`src/rtl/hazard_scoreboard_pkg.sv`:
```
// Shared encodings and default widths for the pending-write hazard scoreboard.
package hazard_scoreboard_pkg;

  localparam int REG_AW_D   = 5;
  localparam int NUM_REGS_D = 32;
  localparam int LAT_W_D    = 3;
  localparam int WB_DEPTH_D = 2;

  localparam int LAT_ALU  = 1;
  localparam int LAT_LOAD = 2;

  typedef enum logic [1:0] {
    BR_NONE  = 2'd0,
    BR_BEZ   = 2'd1,
    BR_OTHER = 2'd2,
    BR_BNE   = 2'd3
  } branch_e;

  // BEZ/BNE compare in ID, so their operands must be fully written back
  function automatic logic is_id_branch(input logic [1:0] br);
    return (br == BR_BEZ) || (br == BR_BNE);
  endfunction

endpackage

```
`src/rtl/hazard_scoreboard_if.sv`:
```
// ID-stage issue bus between the decode stage (master) and the hazard scoreboard (slave).
interface hazard_scoreboard_if #(
  parameter int REG_AW   = 5,
  parameter int NUM_REGS = 32,
  parameter int LAT_W    = 3
);
  logic                forward_EN;
  logic                flush;
  logic                issue_valid;
  logic [REG_AW-1:0]   src1_ID;
  logic [REG_AW-1:0]   src2_ID;
  logic                src2_valid;
  logic [1:0]          branch_comm;
  logic [REG_AW-1:0]   dest_ID;
  logic                wb_en_ID;
  logic [LAT_W-1:0]    lat_ID;
  logic                hazard_detected;
  logic [NUM_REGS-1:0] pend_vec;

  modport master (
    output forward_EN, flush, issue_valid, src1_ID, src2_ID, src2_valid,
           branch_comm, dest_ID, wb_en_ID, lat_ID,
    input  hazard_detected, pend_vec
  );

  modport slave (
    input  forward_EN, flush, issue_valid, src1_ID, src2_ID, src2_valid,
           branch_comm, dest_ID, wb_en_ID, lat_ID,
    output hazard_detected, pend_vec
  );
endinterface

```
`src/rtl/hazard_scoreboard_pend_counter.sv`:
```
// One per-register pending-write countdown: decrements to 0, loads max(cnt-1, new), clears on flush.
module hazard_pend_counter #(
  parameter int LAT_W = 3
) (
  input  logic             clk,
  input  logic             rst,
  input  logic             clr,
  input  logic             load,
  input  logic [LAT_W-1:0] load_val,
  output logic [LAT_W-1:0] cnt
);
  logic [LAT_W-1:0] dec;

  assign dec = (cnt == '0) ? '0 : cnt - 1'b1;

  // A younger writer never shortens an older, slower one still in flight
  always_ff @(posedge clk) begin
    if (rst || clr)  cnt <= '0;
    else if (load)   cnt <= (dec > load_val) ? dec : load_val;
    else             cnt <= dec;
  end
endmodule

```
`src/rtl/hazard_scoreboard.sv`:
```
// Per-register pending-write scoreboard driving the ID stall line.
// Optional HAZARD_STALL_STATS_EN adds stall_cycles / max_stall_run counters.
module hazard_scoreboard
  import hazard_scoreboard_pkg::*;
#(
  parameter int REG_AW   = REG_AW_D,
  parameter int NUM_REGS = NUM_REGS_D,
  parameter int LAT_W    = LAT_W_D,
  parameter int WB_DEPTH = WB_DEPTH_D
) (
  input  logic clk,
  input  logic rst,
  hazard_scoreboard_if.slave bus
`ifdef HAZARD_STALL_STATS_EN
  ,
  output logic [31:0] stall_cycles,
  output logic [15:0] max_stall_run
`endif
);
  logic [NUM_REGS-1:0][LAT_W-1:0] pend_cnt;
  logic [LAT_W-1:0] cnt1, cnt2, need, alloc_lat;
  logic             hazard, fire;

  // Sources outside 1..NUM_REGS-1 never match, so they read as not pending
  always_comb begin
    cnt1 = '0;
    cnt2 = '0;
    for (int r = 1; r < NUM_REGS; r++) begin
      if (bus.src1_ID == REG_AW'(r)) cnt1 = pend_cnt[r];
      if (bus.src2_ID == REG_AW'(r)) cnt2 = pend_cnt[r];
    end
  end

  assign need   = (bus.forward_EN && !is_id_branch(bus.branch_comm)) ? LAT_W'(1) : '0;
  assign hazard = bus.issue_valid &&
                  ((cnt1 > need) || (bus.src2_valid && (cnt2 > need)));
  assign bus.hazard_detected = hazard;

  assign fire = bus.issue_valid && !hazard && !bus.flush &&
                bus.wb_en_ID && (bus.dest_ID != '0);

  assign alloc_lat = !bus.forward_EN      ? LAT_W'(WB_DEPTH) :
                     (bus.lat_ID == '0)   ? LAT_W'(1)        : bus.lat_ID;

  // r0 gets a counter too, but its load is never asserted
  for (genvar r = 0; r < NUM_REGS; r++) begin : g_pend
    hazard_pend_counter #(.LAT_W(LAT_W)) u_cnt (
      .clk      (clk),
      .rst      (rst),
      .clr      (bus.flush),
      .load     (fire && (bus.dest_ID == REG_AW'(r))),
      .load_val (alloc_lat),
      .cnt      (pend_cnt[r])
    );
  end

  always_comb begin
    bus.pend_vec = '0;
    for (int r = 0; r < NUM_REGS; r++) bus.pend_vec[r] = |pend_cnt[r];
  end

`ifdef HAZARD_STALL_STATS_EN
  logic [15:0] run, run_inc;

  assign run_inc = (run == 16'hFFFF) ? run : run + 16'd1;

  always_ff @(posedge clk) begin
    if (rst) begin
      stall_cycles  <= '0;
      run           <= '0;
      max_stall_run <= '0;
    end else if (hazard) begin
      stall_cycles <= stall_cycles + 32'd1;
      run          <= run_inc;
      if (run_inc > max_stall_run) max_stall_run <= run_inc;
    end else begin
      run <= '0;
    end
  end
`endif

endmodule

```
`src/flat_wrapper.sv`:
```
// flat-port wrapper written by rule: the top's interface ports become plain ports
module hazard_scoreboard_flat import hazard_scoreboard_pkg::*;
#(
  parameter int REG_AW   = REG_AW_D,
  parameter int NUM_REGS = NUM_REGS_D,
  parameter int LAT_W    = LAT_W_D,
  parameter int WB_DEPTH = WB_DEPTH_D
)
  (clk, rst, bus_forward_EN, bus_flush, bus_issue_valid, bus_src1_ID, bus_src2_ID, bus_src2_valid, bus_branch_comm, bus_dest_ID, bus_wb_en_ID, bus_lat_ID, bus_hazard_detected, bus_pend_vec);
  hazard_scoreboard_if #(.REG_AW(REG_AW), .NUM_REGS(NUM_REGS), .LAT_W(LAT_W)) bus_i ();
  input  logic clk;
  input  logic rst;
  input wire logic [$bits(bus_i.forward_EN)-1:0] bus_forward_EN;
  input wire logic [$bits(bus_i.flush)-1:0] bus_flush;
  input wire logic [$bits(bus_i.issue_valid)-1:0] bus_issue_valid;
  input wire logic [$bits(bus_i.src1_ID)-1:0] bus_src1_ID;
  input wire logic [$bits(bus_i.src2_ID)-1:0] bus_src2_ID;
  input wire logic [$bits(bus_i.src2_valid)-1:0] bus_src2_valid;
  input wire logic [$bits(bus_i.branch_comm)-1:0] bus_branch_comm;
  input wire logic [$bits(bus_i.dest_ID)-1:0] bus_dest_ID;
  input wire logic [$bits(bus_i.wb_en_ID)-1:0] bus_wb_en_ID;
  input wire logic [$bits(bus_i.lat_ID)-1:0] bus_lat_ID;
  output wire logic [$bits(bus_i.hazard_detected)-1:0] bus_hazard_detected;
  output wire logic [$bits(bus_i.pend_vec)-1:0] bus_pend_vec;
  assign bus_i.forward_EN = bus_forward_EN;
  assign bus_i.flush = bus_flush;
  assign bus_i.issue_valid = bus_issue_valid;
  assign bus_i.src1_ID = bus_src1_ID;
  assign bus_i.src2_ID = bus_src2_ID;
  assign bus_i.src2_valid = bus_src2_valid;
  assign bus_i.branch_comm = bus_branch_comm;
  assign bus_i.dest_ID = bus_dest_ID;
  assign bus_i.wb_en_ID = bus_wb_en_ID;
  assign bus_i.lat_ID = bus_lat_ID;
  assign bus_hazard_detected = bus_i.hazard_detected;
  assign bus_pend_vec = bus_i.pend_vec;
  hazard_scoreboard #(.REG_AW(REG_AW), .NUM_REGS(NUM_REGS), .LAT_W(LAT_W), .WB_DEPTH(WB_DEPTH)) u_core (.clk(clk), .rst(rst), .bus(bus_i));
endmodule
```
`config.mk`:
```
export PLATFORM = sky130hd
export DESIGN_NAME = hazard_scoreboard_flat
export DESIGN_NICKNAME = d
export VERILOG_FILES = /design/src/rtl/hazard_scoreboard_pkg.sv /design/src/rtl/hazard_scoreboard_if.sv /design/src/rtl/hazard_scoreboard_pend_counter.sv /design/src/rtl/hazard_scoreboard.sv /design/src/flat_wrapper.sv
export SDC_FILE = /design/constraint.sdc
export NUM_CORES = 1
export LEC_CHECK = 0
export ABC_AREA = 0
export CAP_MARGIN = 15
export CORE_ASPECT_RATIO = 0.6
export CORE_MARGIN = 2
export CORE_UTILIZATION = 45
export DETAILED_ROUTE_END_ITERATION = 8
export PLACE_DENSITY = 0.61
export SLEW_MARGIN = 10
export SYNTH_ARGS = -nofsm -noshare
export SYNTH_HDL_FRONTEND = slang
export SYNTH_SLANG_ARGS = --single-unit
```
`constraint.sdc`:
```
create_clock -name clk -period 5.8 [get_ports clk]
set_input_delay 1.16 -clock clk [delete_from_list [all_inputs] [get_ports clk]]
set_output_delay 1.16 -clock clk [all_outputs]
set_load 0.1 [all_outputs]
```
==> flow_results.xml <==
<?xml version="1.0" encoding="UTF-8"?>
<metrics>
  <group name="clocking">
    <metric name="clock-root-buffer" unit="">sky130_fd_sc_hd__clkbuf_16</metric>
    <metric name="clkSinkCount" unit="">96</metric>
    <metric name="htree_levels" unit="">3</metric>
    <metric name="clock_insertion_delay_worst_skew" unit="ns">0.37</metric>
    <metric name="tritoncts" unit="">yes</metric>
    <metric name="cts_inserted_buffers" unit="">9</metric>
    <metric name="path_clk_slew" unit="ns">0.07</metric>
    <metric name="hold_buffer_count_at_cts" unit="">0</metric>
    <metric name="clockBufferDepth" unit="">2</metric>
  </group>
  <group name="drt">
    <metric name="wl_per_cell" unit="um">22.0</metric>
    <metric name="drc_errors" unit="">0</metric>
    <metric name="totalWireLength" unit="mm">38.5</metric>
    <metric name="route.detailed.vias_per_inst" unit="">5.85</metric>
    <metric name="vias" unit="">10300</metric>
    <metric name="drt-pass1-iter-count" unit="">8</metric>
    <metric name="drtAntennaViolNets" unit="">0</metric>
    <metric name="drt_iter0_markers" unit="">991</metric>
  </group>
  <group name="cells_and_area">
    <metric name="nNetsFinal" unit="">1616</metric>
    <metric name="area.growth.synth_to_final" unit="%">16.3</metric>
    <metric name="layout_cells_sized_above_1" unit="%">13.2</metric>
    <metric name="largest_reg_flops" unit="">96</metric>
    <metric name="antenna_cells_inserted" unit="">0</metric>
    <metric name="stdcell_area" unit="um2">12200</metric>
    <metric name="top_regs" unit="">u_core.g_pend.u_cnt.cnt: 96 flops</metric>
    <metric name="biggest_register" unit="">u_core.g_pend.u_cnt.cnt</metric>
  </group>
  <group name="timing">
    <metric name="clock_skew" unit="ns">0.00966</metric>
    <metric name="drv_slew" unit="">0</metric>
    <metric name="final_min_period_over_clock_period" unit="%">95.0</metric>
    <metric name="final.min_clock_period" unit="ns">5.51</metric>
    <metric name="rsz0062_at_grt" unit="">no</metric>
    <metric name="timing_worst_slew_pin_value" unit="ns">1.11</metric>
    <metric name="worst_rel_slew_slack" unit="%">25.7</metric>
    <metric name="postLayoutSetupSlackWorst" unit="ns">0.290</metric>
    <metric name="total_of_endpoints_with_negative_setup_slack_in_the_final_report" unit="">0</metric>
    <metric name="max_clock_freq" unit="GHz">0.181</metric>
    <metric name="hold_viol" unit="">0</metric>
  </group>
  <group name="worst_setup_path">
    <metric name="cpPeakStageDelay" unit="ns">0.50</metric>
    <metric name="timing.critical_path.required" unit="ns">4.64</metric>
    <metric name="crit_path_cell_trace" unit="">clkdlybuf4s50_1, buf_12, nor2b_1, buf_4, a32o_1, a211oi_1, o31ai_2, a21oi_2, o22a_1, ha_1, o221ai_1, a2111oi_2, o311ai_2, a211oi_4, buf_12, nor2b_4, buf_12</metric>
    <metric name="worstSetupPathType" unit="">input port to output port</metric>
    <metric name="crit_slowest_cell" unit="">sky130_fd_sc_hd__clkdlybuf4s50_1</metric>
    <metric name="critPathArrivalTime" unit="ns">4.35</metric>
    <metric name="critical_path.most_common_cell" unit="">sky130_fd_sc_hd__buf_12</metric>
    <metric name="endpoint_kind" unit="">output port</metric>
    <metric name="worstSetupStartpointType" unit="">input port</metric>
    <metric name="worstPathMaxFanout" unit="">18</metric>
  </group>
  <group name="synthesis">
    <metric name="synth.ff_latch_count" unit="">96</metric>
    <metric name="mappedNetlistArea" unit="um2">10500</metric>
    <metric name="post-synth-top-area-fraction" unit="%">18.8</metric>
    <metric name="synth_area_leader_cell" unit="">sky130_fd_sc_hd__ha_1</metric>
    <metric name="synthCells" unit="">1348</metric>
    <metric name="yosysUniqueCellTypes" unit="">84</metric>
    <metric name="yosysSeqAreaShare" unit="%">18.3</metric>
    <metric name="avgSynthCellArea" unit="um2">7.77</metric>
    <metric name="yosysWarnings" unit="">0</metric>
    <metric name="postSynth.asyncResetShare" unit="%">0</metric>
    <metric name="synth_nets" unit="">1532</metric>
    <metric name="dominantRegCellSynth" unit="">sky130_fd_sc_hd__dfxtp_1</metric>
    <metric name="synth_edf_count" unit="">0</metric>
    <metric name="yosys-top-cells-area" unit="">sky130_fd_sc_hd__ha_1 19%, sky130_fd_sc_hd__dfxtp_1 18%, sky130_fd_sc_hd__inv_1 6.2%</metric>
  </group>
  <group name="place">
    <metric name="io_buffer_count" unit="">58</metric>
    <metric name="place.gp.congestion" unit="">1.03</metric>
    <metric name="postPlaceCellArea" unit="um2">11800</metric>
    <metric name="dp_hpwl" unit="mm">30.0</metric>
    <metric name="place_worst_setup_slack" unit="ns">-0.118</metric>
  </group>
  <group name="run">
    <metric name="max_cap_viol_count" unit="">0</metric>
  </group>
  <group name="global_route">
    <metric name="grt_first_pass_wirelength" unit="mm">57.8</metric>
    <metric name="number_of_global_route_vias_before_repair" unit="">9271</metric>
    <metric name="grt_use_total" unit="%">31.7</metric>
    <metric name="grt_antenna_before_repair" unit="">1</metric>
    <metric name="pin_count_of_the_biggest_net_entering_global_routing" unit="">35</metric>
    <metric name="grt_remaining_overflow" unit="">0</metric>
  </group>
  <group name="floorplan">
    <metric name="die-width" unit="um">201</metric>
    <metric name="fp.dieArea" unit="um2">24600</metric>
    <metric name="ios" unit="">60</metric>
    <metric name="start_util" unit="%">45.6</metric>
    <metric name="core.rowCount" unit="">43</metric>
    <metric name="fp.coreArea" unit="um2">23000</metric>
    <metric name="die_span_y" unit="um">122</metric>
  </group>
  <group name="power_and_ir_drop">
    <metric name="finalPower" unit="mW">1.73</metric>
    <metric name="cellLeakagePower" unit="nW">5.75</metric>
    <metric name="ir_drop" unit="mV">0.176</metric>
    <metric name="power.density" unit="nW/um2">142</metric>
  </group>
  <group name="min_path">
    <metric name="worst_hold_path_type" unit="">register to register</metric>
  </group>
  <group name="run_status">
    <metric name="run_status" unit="">completed</metric>
  </group>
</metrics>
metrics by stage:
stage / TNS [ns] / hold WS [ns] / cells / utilization, %
final: 0 / 0.467 / 1752 / 53.0
after global routing: 0 / 0.479 / 1752 / 53.0
after CTS: 0 / 0.472 / 1751 / 52.7
after detailed placement: -0.118 / 0.459 / 1734 / 51.3
after global placement: -0.0674 / 0.449 / 1734 / 51.3
after floorplan: 0 / 0.435 / 1348 / -
repair_timing:
action / 4_1_cts / 5_1_grt
cloned: 0 / 1
setup endpoints to repair: 1 / 1
pin swaps: 4 / 8
gates resized for setup: 4 / 13
buffers inserted: 1 / 0
cell usage after synthesis, types with 10 or more instances:
library cell / number
sky130_fd_sc_hd__a211oi_1: 12
sky130_fd_sc_hd__a21o_1: 31
sky130_fd_sc_hd__a21oi_1: 69
sky130_fd_sc_hd__a221oi_2: 13
sky130_fd_sc_hd__a22o_1: 16
sky130_fd_sc_hd__a31oi_1: 41
sky130_fd_sc_hd__and2_1: 38
sky130_fd_sc_hd__buf_1: 10
sky130_fd_sc_hd__buf_2: 15
sky130_fd_sc_hd__clkbuf_1: 26
sky130_fd_sc_hd__dfxtp_1: 96
sky130_fd_sc_hd__ha_1: 157
sky130_fd_sc_hd__inv_1: 172
sky130_fd_sc_hd__mux2i_1: 61
sky130_fd_sc_hd__nand2_1: 124
sky130_fd_sc_hd__nand2b_1: 27
sky130_fd_sc_hd__nand3_1: 28
sky130_fd_sc_hd__nor2_1: 122
sky130_fd_sc_hd__nor2b_1: 17
sky130_fd_sc_hd__nor3_1: 16
sky130_fd_sc_hd__o21ai_0: 42
sky130_fd_sc_hd__o22ai_1: 12
sky130_fd_sc_hd__o2bb2ai_1: 18
sky130_fd_sc_hd__or2_2: 27
final cells by class:
cell class                 instances  area, um2
sequential                        96       1920
clock buffer                      10        239
clock inverter                     6       66.3
inverter                         172        646
timing repair buffer             137       1280
fill                            2266      10800
multi-input combinational       1016       7630
tap                              315        394
layout by cell type, fill, tap and decap left out, types with 27 or more instances in the layout:
| cell type | instances |
|---|---|
| sky130_fd_sc_hd__o21ai_0 | 41 |
| sky130_fd_sc_hd__nor2_1 | 119 |
| sky130_fd_sc_hd__mux2i_1 | 61 |
| sky130_fd_sc_hd__inv_1 | 172 |
| sky130_fd_sc_hd__ha_1 | 157 |
| sky130_fd_sc_hd__nand2_1 | 124 |
| sky130_fd_sc_hd__a31oi_1 | 41 |
| sky130_fd_sc_hd__nand2b_1 | 27 |
| sky130_fd_sc_hd__and2_1 | 38 |
| sky130_fd_sc_hd__a21oi_1 | 67 |
| sky130_fd_sc_hd__a21o_1 | 31 |
| sky130_fd_sc_hd__nand3_1 | 28 |
| sky130_fd_sc_hd__dfxtp_1 | 96 |
| sky130_fd_sc_hd__buf_4 | 71 |
| sky130_fd_sc_hd__clkdlybuf4s50_1 | 49 |
| sky130_fd_sc_hd__or2_2 | 27 |
worst paths after layout:
path                                      start                             end  slack [ns]  cells past startpoint
setup / recovery                 bus_src1_ID[3]             bus_hazard_detected        0.29                     17
hold reg to reg   u_core.g_pend[0].u_cnt.cnt[2]   u_core.g_pend[0].u_cnt.cnt[1]        0.47                      2
setup reg to reg  u_core.g_pend[3].u_cnt.cnt[0]  u_core.g_pend[27].u_cnt.cnt[0]        1.43                     20
hold / removal    u_core.g_pend[0].u_cnt.cnt[2]   u_core.g_pend[0].u_cnt.cnt[1]        0.47                      2
report_power, final:
group	internal (mW)	leakage [nW]	switching, mW
Sequential	0.659	0.773	0.000491
Clock	0.348	0.153	0.291
Combinational	0.164	4.82	0.265
Total	1.17	5.75	0.556
critical path, delay by kind of cell:
| family | cells | cell delay (ns) |
|---|---|---|
| and+or+nand+nor | 2 | 0.10 |
| adders and majority gates | 1 | 0.15 |
| buffers and inverters | 5 | 1.13 |
| AOI/OAI and AO/OA | 9 | 1.79 |
metal layers:
layer / track usage [%] / share of wire, % / up-vias
met3: 11.9 / 13 / 34
met5: 0 / 0 / -
met1: 47.9 / 49 / 4822
met2: 41.5 / 36 / 494
met4: 6.30 / 1.4 / 0
li1: - / - / 4904
kinds of logic (layout without fill, tap and decap cells):
group                      count (synthesis)  after routing  synth area share [%]
AOI/OAI and AO/OA                        322            322                  22.0
adders and majority gates                157            157                  18.8
buffers and inverters                    236            325                  9.56
and+or+nand+nor                          470            470                  24.5
muxes                                     67             67                  6.83
DFF                                       96             96                  18.3
(Power assumes the default switching activity.)
==> patch: new RTL, same settings <==
Set the package constant `REG_AW_D` to 7 (it was 5).
--- a/src/rtl/hazard_scoreboard_pkg.sv
+++ b/src/rtl/hazard_scoreboard_pkg.sv
@@ -1,7 +1,7 @@
 // Shared encodings and default widths for the pending-write hazard scoreboard.
 package hazard_scoreboard_pkg;
 
-  localparam int REG_AW_D   = 5;
+  localparam int REG_AW_D   = 7;
   localparam int NUM_REGS_D = 32;
   localparam int LAT_W_D    = 3;
   localparam int WB_DEPTH_D = 2;
Interface: changed (resized bus_dest_ID, bus_src1_ID and bus_src2_ID); port bits go from 60 to 66. The function was not compared with the original's and may differ.
==> patch against the unedited design <==
Synthesized cell count is 2.6% lower; first-iteration DRC count is 3.6% lower; clock power is 5.3% higher; routed wire length is 11% lower; critical path depth is 2 higher; critical endpoint unchanged; fmax is 2.4% lower; sequential cell count stayed put; power is 2.3% lower; design area is 2.7% lower; area after synthesis is 1.4% lower; clock skew is 0.0032 ns lower; via count is 3.3% lower; largest power group is now clock; global-route usage is 3.1 points lower; setup slack worse by 0.14 ns.
==> patch: results (changes against the unedited design) <==
For the clock group total power, the log shows 0.673 mW (+5.3%). The length of routed met3 wiring is 3.80 mm (-25%). The run gives 7.56% (-4.4 points) as the global routing met3 resource utilization. Highest routing layer actually used: met5. The share of cell area taken by flip-flops and latches is 16.2% (+0.44 points), and the ratio of cells with drive above 1 in the final layout is 12.4% (-0.85 points). The fraction of area in multi-input gates was 63.8% (+1.2 points); the initial antenna violation count was 2 (+1). In the synthesized netlist, the cells that appear most often are 157 x sky130_fd_sc_hd__ha_1, 147 x sky130_fd_sc_hd__inv_1, 134 x sky130_fd_sc_hd__nand2_1, 97 x sky130_fd_sc_hd__mux2i_1. The flow ran to the end, and the final reports show no timing, DRC or antenna violations. The run gives 37.2% (-4.3 points) as the global routing usage on met2.

The tools report the reg-to-reg startpoint as u_core.g_pend[7].u_cnt.cnt[0]. The critical-path maximum fanout works out to 7 (-11). The cell type of the slowest stage on the worst timing path is sky130_fd_sc_hd__dlygate4sd2_1. The number of non-clock buffers in the layout is 123 (-10%). The endpoint arrival time on the critical path is 4.49 ns (+0.14 ns), and the number of cells traversed by the worst register-to-register path is 13 (-35%). The tools report the slack of the worst reg-to-reg path as 1.64 ns (+0.21 ns). The met1 routed wirelength after detailed routing came out at 17.6 mm (-6.8%). From synthesis to final layout, the design area changed by 14.7%. The transition time of the tightest slew-check pin was 0.992 ns (-0.122 ns); the worst voltage drop across the vdd grid was 151 µV (-14%). After synthesis, the cell types taking the most area are sky130_fd_sc_hd__ha_1 19%, sky130_fd_sc_hd__dfxtp_1 19%, sky130_fd_sc_hd__mux2i_1 9.4%. Count of TritonRoute iterations in the first routing pass: 7 (-1). The tools report the part of the power in combinational logic as 21.1% (-3.7 points). For the first-pass GRT wire length, the log shows 51.9 mm (-10%).

For the number of nets at the end of the flow, the log shows 1575 (-2.5%). For the total wirelength of the detailed-routed design, the log shows 34.3 mm (-11%). The run gives 2155 (-4.9%) as the number of filler instances in the final layout.

The number of standard-cell rows in the floorplan is 42 (-2.3%), and the part of the Yosys area used for sequential elements is 18.6% (+0.26 points).
[patch: cell count changes in the layout (fill, tap and decap cells not counted), sizes merged, moves of 14 or more]
cell	before	now
mux2i	61	97
a21oi	69	55
and2	38	21
buf	82	64
a22o	16	2
inv	173	147
nor3	17	33
nor2	122	97
o2bb2ai	18	2
[patch: worst register-to-register path, delay by kind of cell (launching register included)]
kind / cells / cell delay [ns]
simple gates: 4 / 0.87
buf+inv: 2 / 0.67
mux: 3 / 1.25
fa+ha+maj: 1 / 0.18
compound gates: 3 / 0.64
flops: 1 / 0.39
[patch: through the flow]
step	cells	power [mW]	hold slack (ns)	setup TNS, ns	setup slack (ns)
global placement	1682	1.02	0.447	-0.0432	-0.0432
floorplan	1313	0.902	0.435	0	0.000840
global route	1698	1.74	0.478	0	0.00645
detailed placement	1682	1.02	0.454	-0.0386	-0.0386
finish	1698	1.69	0.466	0	0.153
CTS	1698	1.69	0.466	0	0.102
[patch: repair_timing]
item,CTS,global route
pin swaps,1,1
setup endpoints to repair,1,1
resized for setup,2,3
[patch: worst max path at each step]
stage / from / endpoint / slack, ns / cells past startpoint
after CTS: bus_src2_ID[3] / bus_hazard_detected / 0.10 / 18
final: bus_src2_ID[2] / bus_hazard_detected / 0.15 / 19
after global placement: bus_src2_ID[2] / bus_hazard_detected / -0.04 / 19
after global routing: bus_src2_ID[2] / bus_hazard_detected / 0.006 / 19
after detailed placement: bus_src2_ID[2] / bus_hazard_detected / -0.04 / 19
after floorplan: bus_src1_ID[0] / bus_hazard_detected / 0.0008 / 16
[patch: cells by family after synthesis]
| family | synth area share, % |
|---|---|
| adders and majority gates | 19.0 |
| DFF | 18.6 |
| muxes | 11.8 |
| buffers and inverters | 8.59 |
| AOI/OAI and AO/OA | 17.8 |
| and+or+nand+nor | 24.2 |
